**src/rtl/avr_dmem_arbiter_if.sv**
```systemverilog
// avr_dmem_arbiter_if: CPU data port, auxiliary request/grant port and
// single-port data-memory port of the AVR data-memory arbiter.
// The slave modport is the arbiter's view; master is the surrounding system
// (core, auxiliary requester and memory).
interface avr_dmem_arbiter_if #(
  parameter int ADDR_W = 11
);
  logic              cpu_req;
  logic              cpu_we;
  logic [15:0]       cpu_addr;
  logic [7:0]        cpu_wdata;
  logic [7:0]        cpu_rdata;
  logic              cpu_stall;

  logic              aux_req;
  logic              aux_we;
  logic [15:0]       aux_addr;
  logic [7:0]        aux_wdata;
  logic              aux_gnt;
  logic              aux_rvalid;
  logic [7:0]        aux_rdata;

  logic [ADDR_W-1:0] mem_addr;
  logic              mem_we;
  logic [7:0]        mem_wdata;
  logic [7:0]        mem_rdata;

  modport slave (
    input  cpu_req, cpu_we, cpu_addr, cpu_wdata,
    output cpu_rdata, cpu_stall,
    input  aux_req, aux_we, aux_addr, aux_wdata,
    output aux_gnt, aux_rvalid, aux_rdata,
    output mem_addr, mem_we, mem_wdata,
    input  mem_rdata
  );

  modport master (
    output cpu_req, cpu_we, cpu_addr, cpu_wdata,
    input  cpu_rdata, cpu_stall,
    output aux_req, aux_we, aux_addr, aux_wdata,
    input  aux_gnt, aux_rvalid, aux_rdata,
    input  mem_addr, mem_we, mem_wdata,
    output mem_rdata
  );
endinterface

```
**src/rtl/avr_dmem_arbiter.sv**
```systemverilog
// avr_dmem_arbiter: shares the registered-read data memory between the AVR
// core data port (priority) and one auxiliary requester. One access per
// cycle; read data returns one cycle after issue for either port.
// Optional starvation guard: define AVR_DMEM_ARB_STARVE_EN to let the aux
// port win after AUX_MAX_WAIT consecutive denied cycles. Without it the CPU
// has strict priority and is never stalled.
module avr_dmem_arbiter #(
  parameter int ADDR_W       = 11,
  parameter int AUX_MAX_WAIT = 8
) (
  input logic               CLK,
  input logic               RST,
  avr_dmem_arbiter_if.slave bus
);

  typedef enum logic [1:0] {
    OWN_NONE = 2'd0,
    OWN_CPU  = 2'd1,
    OWN_AUX  = 2'd2
  } owner_e;

  owner_e            rd_owner_q, rd_owner_d;
  logic [ADDR_W-1:0] last_addr_q, last_addr_d;
  logic              cpu_win_s, aux_win_s;
  logic [ADDR_W-1:0] cpu_addr_s, aux_addr_s;
  logic [ADDR_W-1:0] mem_addr_s;
  logic              mem_we_s;
  logic [7:0]        mem_wdata_s;
  logic              unused_addr_s;

  // Requester addresses are truncated to the memory width.
  assign cpu_addr_s    = bus.cpu_addr[ADDR_W-1:0];
  assign aux_addr_s    = bus.aux_addr[ADDR_W-1:0];
  assign unused_addr_s = ^{bus.cpu_addr[15:ADDR_W], bus.aux_addr[15:ADDR_W]};

`ifdef AVR_DMEM_ARB_STARVE_EN
  localparam logic [7:0] MAX_WAIT = 8'(AUX_MAX_WAIT);

  logic [7:0] wait_cnt_q, wait_cnt_d;
  logic       forced_s;

  assign forced_s = bus.aux_req && (wait_cnt_q == MAX_WAIT);

  // Grant: a starved aux request first, then the CPU, then aux; nothing during reset.
  always_comb begin
    cpu_win_s = 1'b0;
    aux_win_s = 1'b0;
    if (RST) begin
      cpu_win_s = 1'b0;
      aux_win_s = 1'b0;
    end else if (forced_s) begin
      aux_win_s = 1'b1;
    end else if (bus.cpu_req) begin
      cpu_win_s = 1'b1;
    end else if (bus.aux_req) begin
      aux_win_s = 1'b1;
    end else begin
      cpu_win_s = 1'b0;
      aux_win_s = 1'b0;
    end
  end

  // Count consecutive denied aux cycles, saturating; clear on grant or withdrawal.
  always_comb begin
    wait_cnt_d = 8'd0;
    if (bus.aux_req && !aux_win_s) begin
      if (wait_cnt_q == MAX_WAIT) begin
        wait_cnt_d = wait_cnt_q;
      end else begin
        wait_cnt_d = wait_cnt_q + 8'd1;
      end
    end else begin
      wait_cnt_d = 8'd0;
    end
  end

  // Starvation counter register.
  always_ff @(posedge CLK or posedge RST) begin
    if (RST) begin
      wait_cnt_q <= 8'd0;
    end else begin
      wait_cnt_q <= wait_cnt_d;
    end
  end

  assign bus.cpu_stall = bus.cpu_req && !cpu_win_s && !RST;
`else
  localparam int UNUSED_MAX_WAIT = AUX_MAX_WAIT;

  // Grant: strict CPU priority, aux only in CPU-idle cycles; nothing during reset.
  always_comb begin
    cpu_win_s = 1'b0;
    aux_win_s = 1'b0;
    if (RST) begin
      cpu_win_s = 1'b0;
      aux_win_s = 1'b0;
    end else if (bus.cpu_req) begin
      cpu_win_s = 1'b1;
    end else if (bus.aux_req) begin
      aux_win_s = 1'b1;
    end else begin
      cpu_win_s = 1'b0;
      aux_win_s = 1'b0;
    end
  end

  assign bus.cpu_stall = 1'b0;
`endif

  // Memory port mux: the winner drives it; idle keeps the last address, no write.
  always_comb begin
    mem_addr_s  = last_addr_q;
    mem_we_s    = 1'b0;
    mem_wdata_s = 8'h00;
    if (cpu_win_s) begin
      mem_addr_s  = cpu_addr_s;
      mem_we_s    = bus.cpu_we;
      mem_wdata_s = bus.cpu_wdata;
    end else if (aux_win_s) begin
      mem_addr_s  = aux_addr_s;
      mem_we_s    = bus.aux_we;
      mem_wdata_s = bus.aux_wdata;
    end else begin
      mem_addr_s  = last_addr_q;
      mem_we_s    = 1'b0;
      mem_wdata_s = 8'h00;
    end
  end

  // Next read owner: whoever issued a read this cycle, otherwise nobody.
  always_comb begin
    rd_owner_d  = OWN_NONE;
    last_addr_d = mem_addr_s;
    if (cpu_win_s && !bus.cpu_we) begin
      rd_owner_d = OWN_CPU;
    end else if (aux_win_s && !bus.aux_we) begin
      rd_owner_d = OWN_AUX;
    end else begin
      rd_owner_d = OWN_NONE;
    end
  end

  // Read-owner and last-address registers.
  always_ff @(posedge CLK or posedge RST) begin
    if (RST) begin
      rd_owner_q  <= OWN_NONE;
      last_addr_q <= '0;
    end else begin
      rd_owner_q  <= rd_owner_d;
      last_addr_q <= last_addr_d;
    end
  end

  assign bus.mem_addr   = mem_addr_s;
  assign bus.mem_we     = mem_we_s;
  assign bus.mem_wdata  = mem_wdata_s;
  assign bus.aux_gnt    = aux_win_s;
  assign bus.cpu_rdata  = bus.mem_rdata;
  assign bus.aux_rvalid = (rd_owner_q == OWN_AUX);
  assign bus.aux_rdata  = (rd_owner_q == OWN_AUX) ? bus.mem_rdata : 8'h00;

endmodule

```
**src/flat_wrapper.sv**
```systemverilog
// flat-port wrapper written by rule: the top's interface ports become plain ports
module avr_dmem_arbiter_flat 
#(
  parameter int ADDR_W       = 11,
  parameter int AUX_MAX_WAIT = 8
)
  (CLK, RST, bus_cpu_req, bus_cpu_we, bus_cpu_addr, bus_cpu_wdata, bus_cpu_rdata, bus_cpu_stall, bus_aux_req, bus_aux_we, bus_aux_addr, bus_aux_wdata, bus_aux_gnt, bus_aux_rvalid, bus_aux_rdata, bus_mem_addr, bus_mem_we, bus_mem_wdata, bus_mem_rdata);
  avr_dmem_arbiter_if #(.ADDR_W(ADDR_W)) bus_i ();
  input logic CLK;
  input logic RST;
  input wire logic [$bits(bus_i.cpu_req)-1:0] bus_cpu_req;
  input wire logic [$bits(bus_i.cpu_we)-1:0] bus_cpu_we;
  input wire logic [$bits(bus_i.cpu_addr)-1:0] bus_cpu_addr;
  input wire logic [$bits(bus_i.cpu_wdata)-1:0] bus_cpu_wdata;
  output wire logic [$bits(bus_i.cpu_rdata)-1:0] bus_cpu_rdata;
  output wire logic [$bits(bus_i.cpu_stall)-1:0] bus_cpu_stall;
  input wire logic [$bits(bus_i.aux_req)-1:0] bus_aux_req;
  input wire logic [$bits(bus_i.aux_we)-1:0] bus_aux_we;
  input wire logic [$bits(bus_i.aux_addr)-1:0] bus_aux_addr;
  input wire logic [$bits(bus_i.aux_wdata)-1:0] bus_aux_wdata;
  output wire logic [$bits(bus_i.aux_gnt)-1:0] bus_aux_gnt;
  output wire logic [$bits(bus_i.aux_rvalid)-1:0] bus_aux_rvalid;
  output wire logic [$bits(bus_i.aux_rdata)-1:0] bus_aux_rdata;
  output wire logic [$bits(bus_i.mem_addr)-1:0] bus_mem_addr;
  output wire logic [$bits(bus_i.mem_we)-1:0] bus_mem_we;
  output wire logic [$bits(bus_i.mem_wdata)-1:0] bus_mem_wdata;
  input wire logic [$bits(bus_i.mem_rdata)-1:0] bus_mem_rdata;
  assign bus_i.cpu_req = bus_cpu_req;
  assign bus_i.cpu_we = bus_cpu_we;
  assign bus_i.cpu_addr = bus_cpu_addr;
  assign bus_i.cpu_wdata = bus_cpu_wdata;
  assign bus_cpu_rdata = bus_i.cpu_rdata;
  assign bus_cpu_stall = bus_i.cpu_stall;
  assign bus_i.aux_req = bus_aux_req;
  assign bus_i.aux_we = bus_aux_we;
  assign bus_i.aux_addr = bus_aux_addr;
  assign bus_i.aux_wdata = bus_aux_wdata;
  assign bus_aux_gnt = bus_i.aux_gnt;
  assign bus_aux_rvalid = bus_i.aux_rvalid;
  assign bus_aux_rdata = bus_i.aux_rdata;
  assign bus_mem_addr = bus_i.mem_addr;
  assign bus_mem_we = bus_i.mem_we;
  assign bus_mem_wdata = bus_i.mem_wdata;
  assign bus_i.mem_rdata = bus_mem_rdata;
  avr_dmem_arbiter #(.ADDR_W(ADDR_W), .AUX_MAX_WAIT(AUX_MAX_WAIT)) u_core (.CLK(CLK), .RST(RST), .bus(bus_i));
endmodule
```
**config.mk**
```make
export PLATFORM = sky130hd
export DESIGN_NAME = avr_dmem_arbiter_flat
export DESIGN_NICKNAME = d
export VERILOG_FILES = /design/src/rtl/avr_dmem_arbiter_if.sv /design/src/rtl/avr_dmem_arbiter.sv /design/src/flat_wrapper.sv
export SDC_FILE = /design/constraint.sdc
export NUM_CORES = 1
export LEC_CHECK = 0
export BUFFER_PORTS_ARGS = -buffer_cell sky130_fd_sc_hd__buf_2
export CORE_UTILIZATION = 35
export DETAILED_ROUTE_END_ITERATION = 10
export GPL_TIMING_DRIVEN = 1
export PLACE_DENSITY = 0.79
export SYNTH_ARGS = -nofsm -noshare
export SYNTH_HDL_FRONTEND = slang
export SYNTH_SLANG_ARGS = --single-unit
export TNS_END_PERCENT = 100
```
**constraint.sdc**
```tcl
create_clock -name CLK -period 2 [get_ports CLK]
set_input_delay 0.2 -clock CLK [delete_from_list [all_inputs] [get_ports CLK]]
set_output_delay 0.2 -clock CLK [all_outputs]
set_load 0.03 [all_outputs]
```
---- Yosys cells after proc, flatten, opt, wreduce, memory -nomap -nowiden ----
Cells that the tools add are included.
storage, ports and cells
  output and inout bits ................... 39
  register bits ........................... 13
  word-level logic and storage cells ...... 21
  bits of input ports ..................... 62
cells by class
  equality and inequality tests ........... 1
  reductions and logical operators ........ 4
  mux-type cells .......................... 14
operator list
  cell                number
  $mux 8              3
  $mux 11             2
  $mux 1              7
  $mux 2              2
  $eq 2x2->1 const B  1
  $logic_and 1x1->1   2
  $logic_not 1->1     2

---- Longest topological paths before layout ----
  word-level depth ........................ 6
  depth in mapped cells ................... 5
  gate-level depth less buffers ........... 3

---- Worst setup path after synthesis ----
No wires, ideal clock.
  kind .................................... reg2out
  start ................................... register u_core.rd_owner_q[0]
  end ..................................... output port bus_aux_rdata[0]
  path slack .............................. 592 ps
  arrival time ............................ 1208 ps
  stages on the path, launching flop included .. 4
  buffers on the path ..................... 1
  path through ............................ dfrtp_1 -> nor2b_1 -> clkbuf_1 -> and2_1
on the way
  longest elaborated chain between the ends .. 2
RTL lines
  item                    line                     text
  from (decl)             avr_dmem_arbiter.sv:22   owner_e rd_owner_q, rd_owner_d;
  from (signal assigned)  avr_dmem_arbiter.sv:149  rd_owner_q <= rd_owner_d;
  $eq 2x2->1              n/a
  net bus_aux_rvalid      flat_wrapper.sv:22       output wire logic [$bits(bus_i.aux_rvalid)-1:0] bus_aux_rvalid;
  $mux 8                  avr_dmem_arbiter.sv:160  assign bus.aux_rdata = (rd_owner_q == OWN_AUX) ? bus.mem_rdata : 8'h00;
  to (decl)               flat_wrapper.sv:23       output wire logic [$bits(bus_i.aux_rdata)-1:0] bus_aux_rdata;
The timed path passes the listed nets, and every way through them passes these cells.

---- Worst setup path after layout ----
  start ................................... input port RST
  end ..................................... output port bus_mem_addr[10]
on the way
  longest elaborated chain between the ends .. 3
RTL lines
  item         line                     text
  from (decl)  flat_wrapper.sv:10       input logic RST;
  $mux 1       avr_dmem_arbiter.sv:94   if (RST) begin
  $mux 11      avr_dmem_arbiter.sv:119  end else if (aux_win_s) begin
  $mux 11 (*)  avr_dmem_arbiter.sv:115  if (cpu_win_s) begin
  to (decl)    flat_wrapper.sv:24       output wire logic [$bits(bus_i.mem_addr)-1:0] bus_mem_addr;
Every way passes the cells marked *; elsewhere a longest branch is shown, timed or not.

==> results.md <==
- Status: finished clean
- Setup crit end kind: output pin
- # H-tree levels: 1
- Post-Syn Area: 0.00101 mm2
- Min Tclk post-route: 1.60 ns
- Resize count post-CTS: 0
- Crit start category: primary input
- Sink Count: 13
- Power Dens Cells: 606 mW/mm2
- Gr ovfl total: 0
- Row count: 19
- Post-synthesis sequential area ratio: 32.3%
- DR iter-0 viols: 34
- IO Pins: 101
- Yosys cell types: 20
- Fin Setup TNS: 0 ns
- TritonRoute pass-1 iters: 6
- Global-route wire length before repair: 4.43 mm
- Initial Utilization: 36.8%
- Worst setup endpoint: bus_mem_addr[10]
- CP Max Fanout: 12
- Core area: 0.00273 mm2
- Synth Area in Simple Gates: 33.0%
- Syn nets: 173
- Avg Inst Size Synth: 9.06 um2
- CP most frequent cell: buf_2
- Clock Pin Slew Worst Setup and Hold Paths: 0.08 ns
- Share of cells above drive strength 1: 61.9%
- Beginning of the worst register-to-register path: u_core.last_addr_q[7]
- Die area: 0.00309 mm2
- Area leader, netlist: dfrtp_1
- CP Class: in2out
- Pwr Total: 0.847 mW
- Unrepaired setup endpoints after global routing: no
- Initial antenna violation count: 0
- Crit share post-route: 80.0%
- Critical path arrival: 1.40 ns
- Slowest-stage cell, CP: nand2b_2
- Largest family of logic cells by synthesized area: simple AND/OR/NAND/NOR gates
- Yosys reg bits: 13
- Largest net degree at the start of global routing: 25
- Crit path depth: 5
- Clock network latency to the later pin of the worst-skew pair: 0.28 ns
- TritonCTS Buffers: 3
- Synth Area in XOR/XNOR: 0%
- Maximum VDD drop: 0.453 mV
- Warnings from Yosys: 0
- DRC Markers: 0
- Register-to-register setup slack: 1.22 ns
- Mux cell area share after synthesis: 0%
- Critical path origin: RST
- Area share of the largest cell type after synthesis: 32.3%
- Detail Route Antenna Nets: 0
- CTS Root Cell: clkbuf_4
- Fmax: 625 MHz
- Nets: 252
- Port bufs: 89
- Synth Area in Adders: 0%
- WP data required: 1.80 ns
- Fillers: 268
- Clock Skew: 0 ns
- Die X: 55.6 um
- Pleak: 0.726 nW
- Reg2Reg Depth: 2
- Syn-to-layout area delta: 38.8%
- Max Cap Viol: 0
- Final Hold Viols: 0
- Reg2Reg Capture Point: u_core.last_addr_q[7]
- Die height: 55.6 um
- Count of final max-slew check failures: 0
- Commonest non-fill, non-tap cell in the layout: buf_2
- Ant diodes: 0
- Vias in the first global route: 1,015
- Drt total wl: 2.75 mm
- CP max stage delay: 0.39 ns
- CTS Hold Bufs: 0
- CTS tree: done
- Post-CTS setup buffers: 0
- Largest cells by area after synthesis: dfrtp_1 (32%), o22ai_2 (12%), nor3_2 (10%)
- Via count: 1,090
- Hold WC Path Type: in2async
- Final setup violation count: 0
- Gpl congestion: 0.722
- Synth Area in Compound Gates: 19.8%
- Critical path cell sequence: buf_2 -> nand2b_2 -> o22ai_1 -> nor3_1 -> buf_2
- CTS max path bufs: 2
- Avg WL per Cell: 12.5 um
- Top delay family on crit path: simple AND/OR/NAND/NOR gates
- Syn Inst Count: 111
- GRT Util Overall: 18.0%
- Buffers & Inverters on Critical Path: 2
- DP Wirelength: 2.14 mm
- Vias per std cell: 4.95
- Commonest non-fill, non-tap cells in the layout: buf_2 (89), nor2_1 (22), nor3_1 (13), dfrtp_1 (13)
[metal layers]
metal / share of wire, % / GRT usage (%) / routed length, um
met5: 0 / 0 / 0
met3: 7.2 / 4.42 / 199
met1: 38 / 19.3 / 1050
met4: 1.2 / 5.36 / 34
met2: 53 / 34.3 / 1460
[synthesized netlist by cell type, drive strengths merged]
master / n
dfrtp: 13
clkbuf: 1
o22ai: 11
and2: 8
inv: 1
buf: 16
dlymetal6s2s: 1
or2: 1
nor2b: 2
nand2b: 2
conb: 1
nor2: 22
nor3: 23
a22oi: 9
[power by group]
part / total [mW] / internal, mW / switching (mW)
combinational: 0.364 / 0.133 / 0.232
clock: 0.164 / 0.0774 / 0.0863
sequential: 0.319 / 0.297 / 0.0221
[state kept, by name (all words and copies together) (netlist names)]
register,count
u_core.rd_owner_q,2
u_core.last_addr_q,11
[logic make-up (layout without fill, tap and decap cells)]
kind of cell | after synthesis | after routing
other | 1 | 1
DFF | 13 | 13
buffers and inverters | 19 | 97
and+or+nand+nor | 58 | 58
AOI/OAI and AO/OA | 20 | 20
[worst reg2reg max path, stage by stage, from the launching register on]
cell	delay (ns)
dfrtp_1	0.40
o22ai_2	0.20
nor3_2	0.08
[cell type report]
cell class,instances,area [um2],area share (%)
clock buffers,4,26.3,1.88
inverters,1,3.75,0.269
multi-input cells,79,534,38.3
flip-flops and latches,13,325,23.3
well taps,31,38.8,2.78
repair buffers,92,468,33.5
[through the flow]
| stage | utilization (%) | setup WS (ns) | instance area [um2] | hold slack, ns | instances |
|---|---|---|---|---|---|
| finish | 51.1 | 0.400 | 1400 | 0.0107 | 220 |
| global route | 51.1 | 0.250 | 1400 | 0.0463 | 220 |
| CTS | 51.1 | 0.360 | 1400 | 0.0139 | 220 |
| detailed placement | 50.1 | 0.365 | 1370 | 0.321 | 216 |
| global placement | 50.1 | 0.388 | 1370 | 0.310 | 216 |
| floorplan | - | 0.592 | 1010 | 0.157 | 111 |
[worst min path at each step]
stage / from / to / slack, ns
after global routing: RST / u_core.last_addr_q[9] / 0.05
after floorplan: RST / u_core.last_addr_q[0] / 0.16
after global placement: RST / u_core.last_addr_q[1] / 0.31
after CTS: RST / u_core.last_addr_q[8] / 0.01
after detailed placement: RST / u_core.last_addr_q[9] / 0.32
final: RST / u_core.last_addr_q[2] / 0.01
Power figures use the tool's default switching activity.
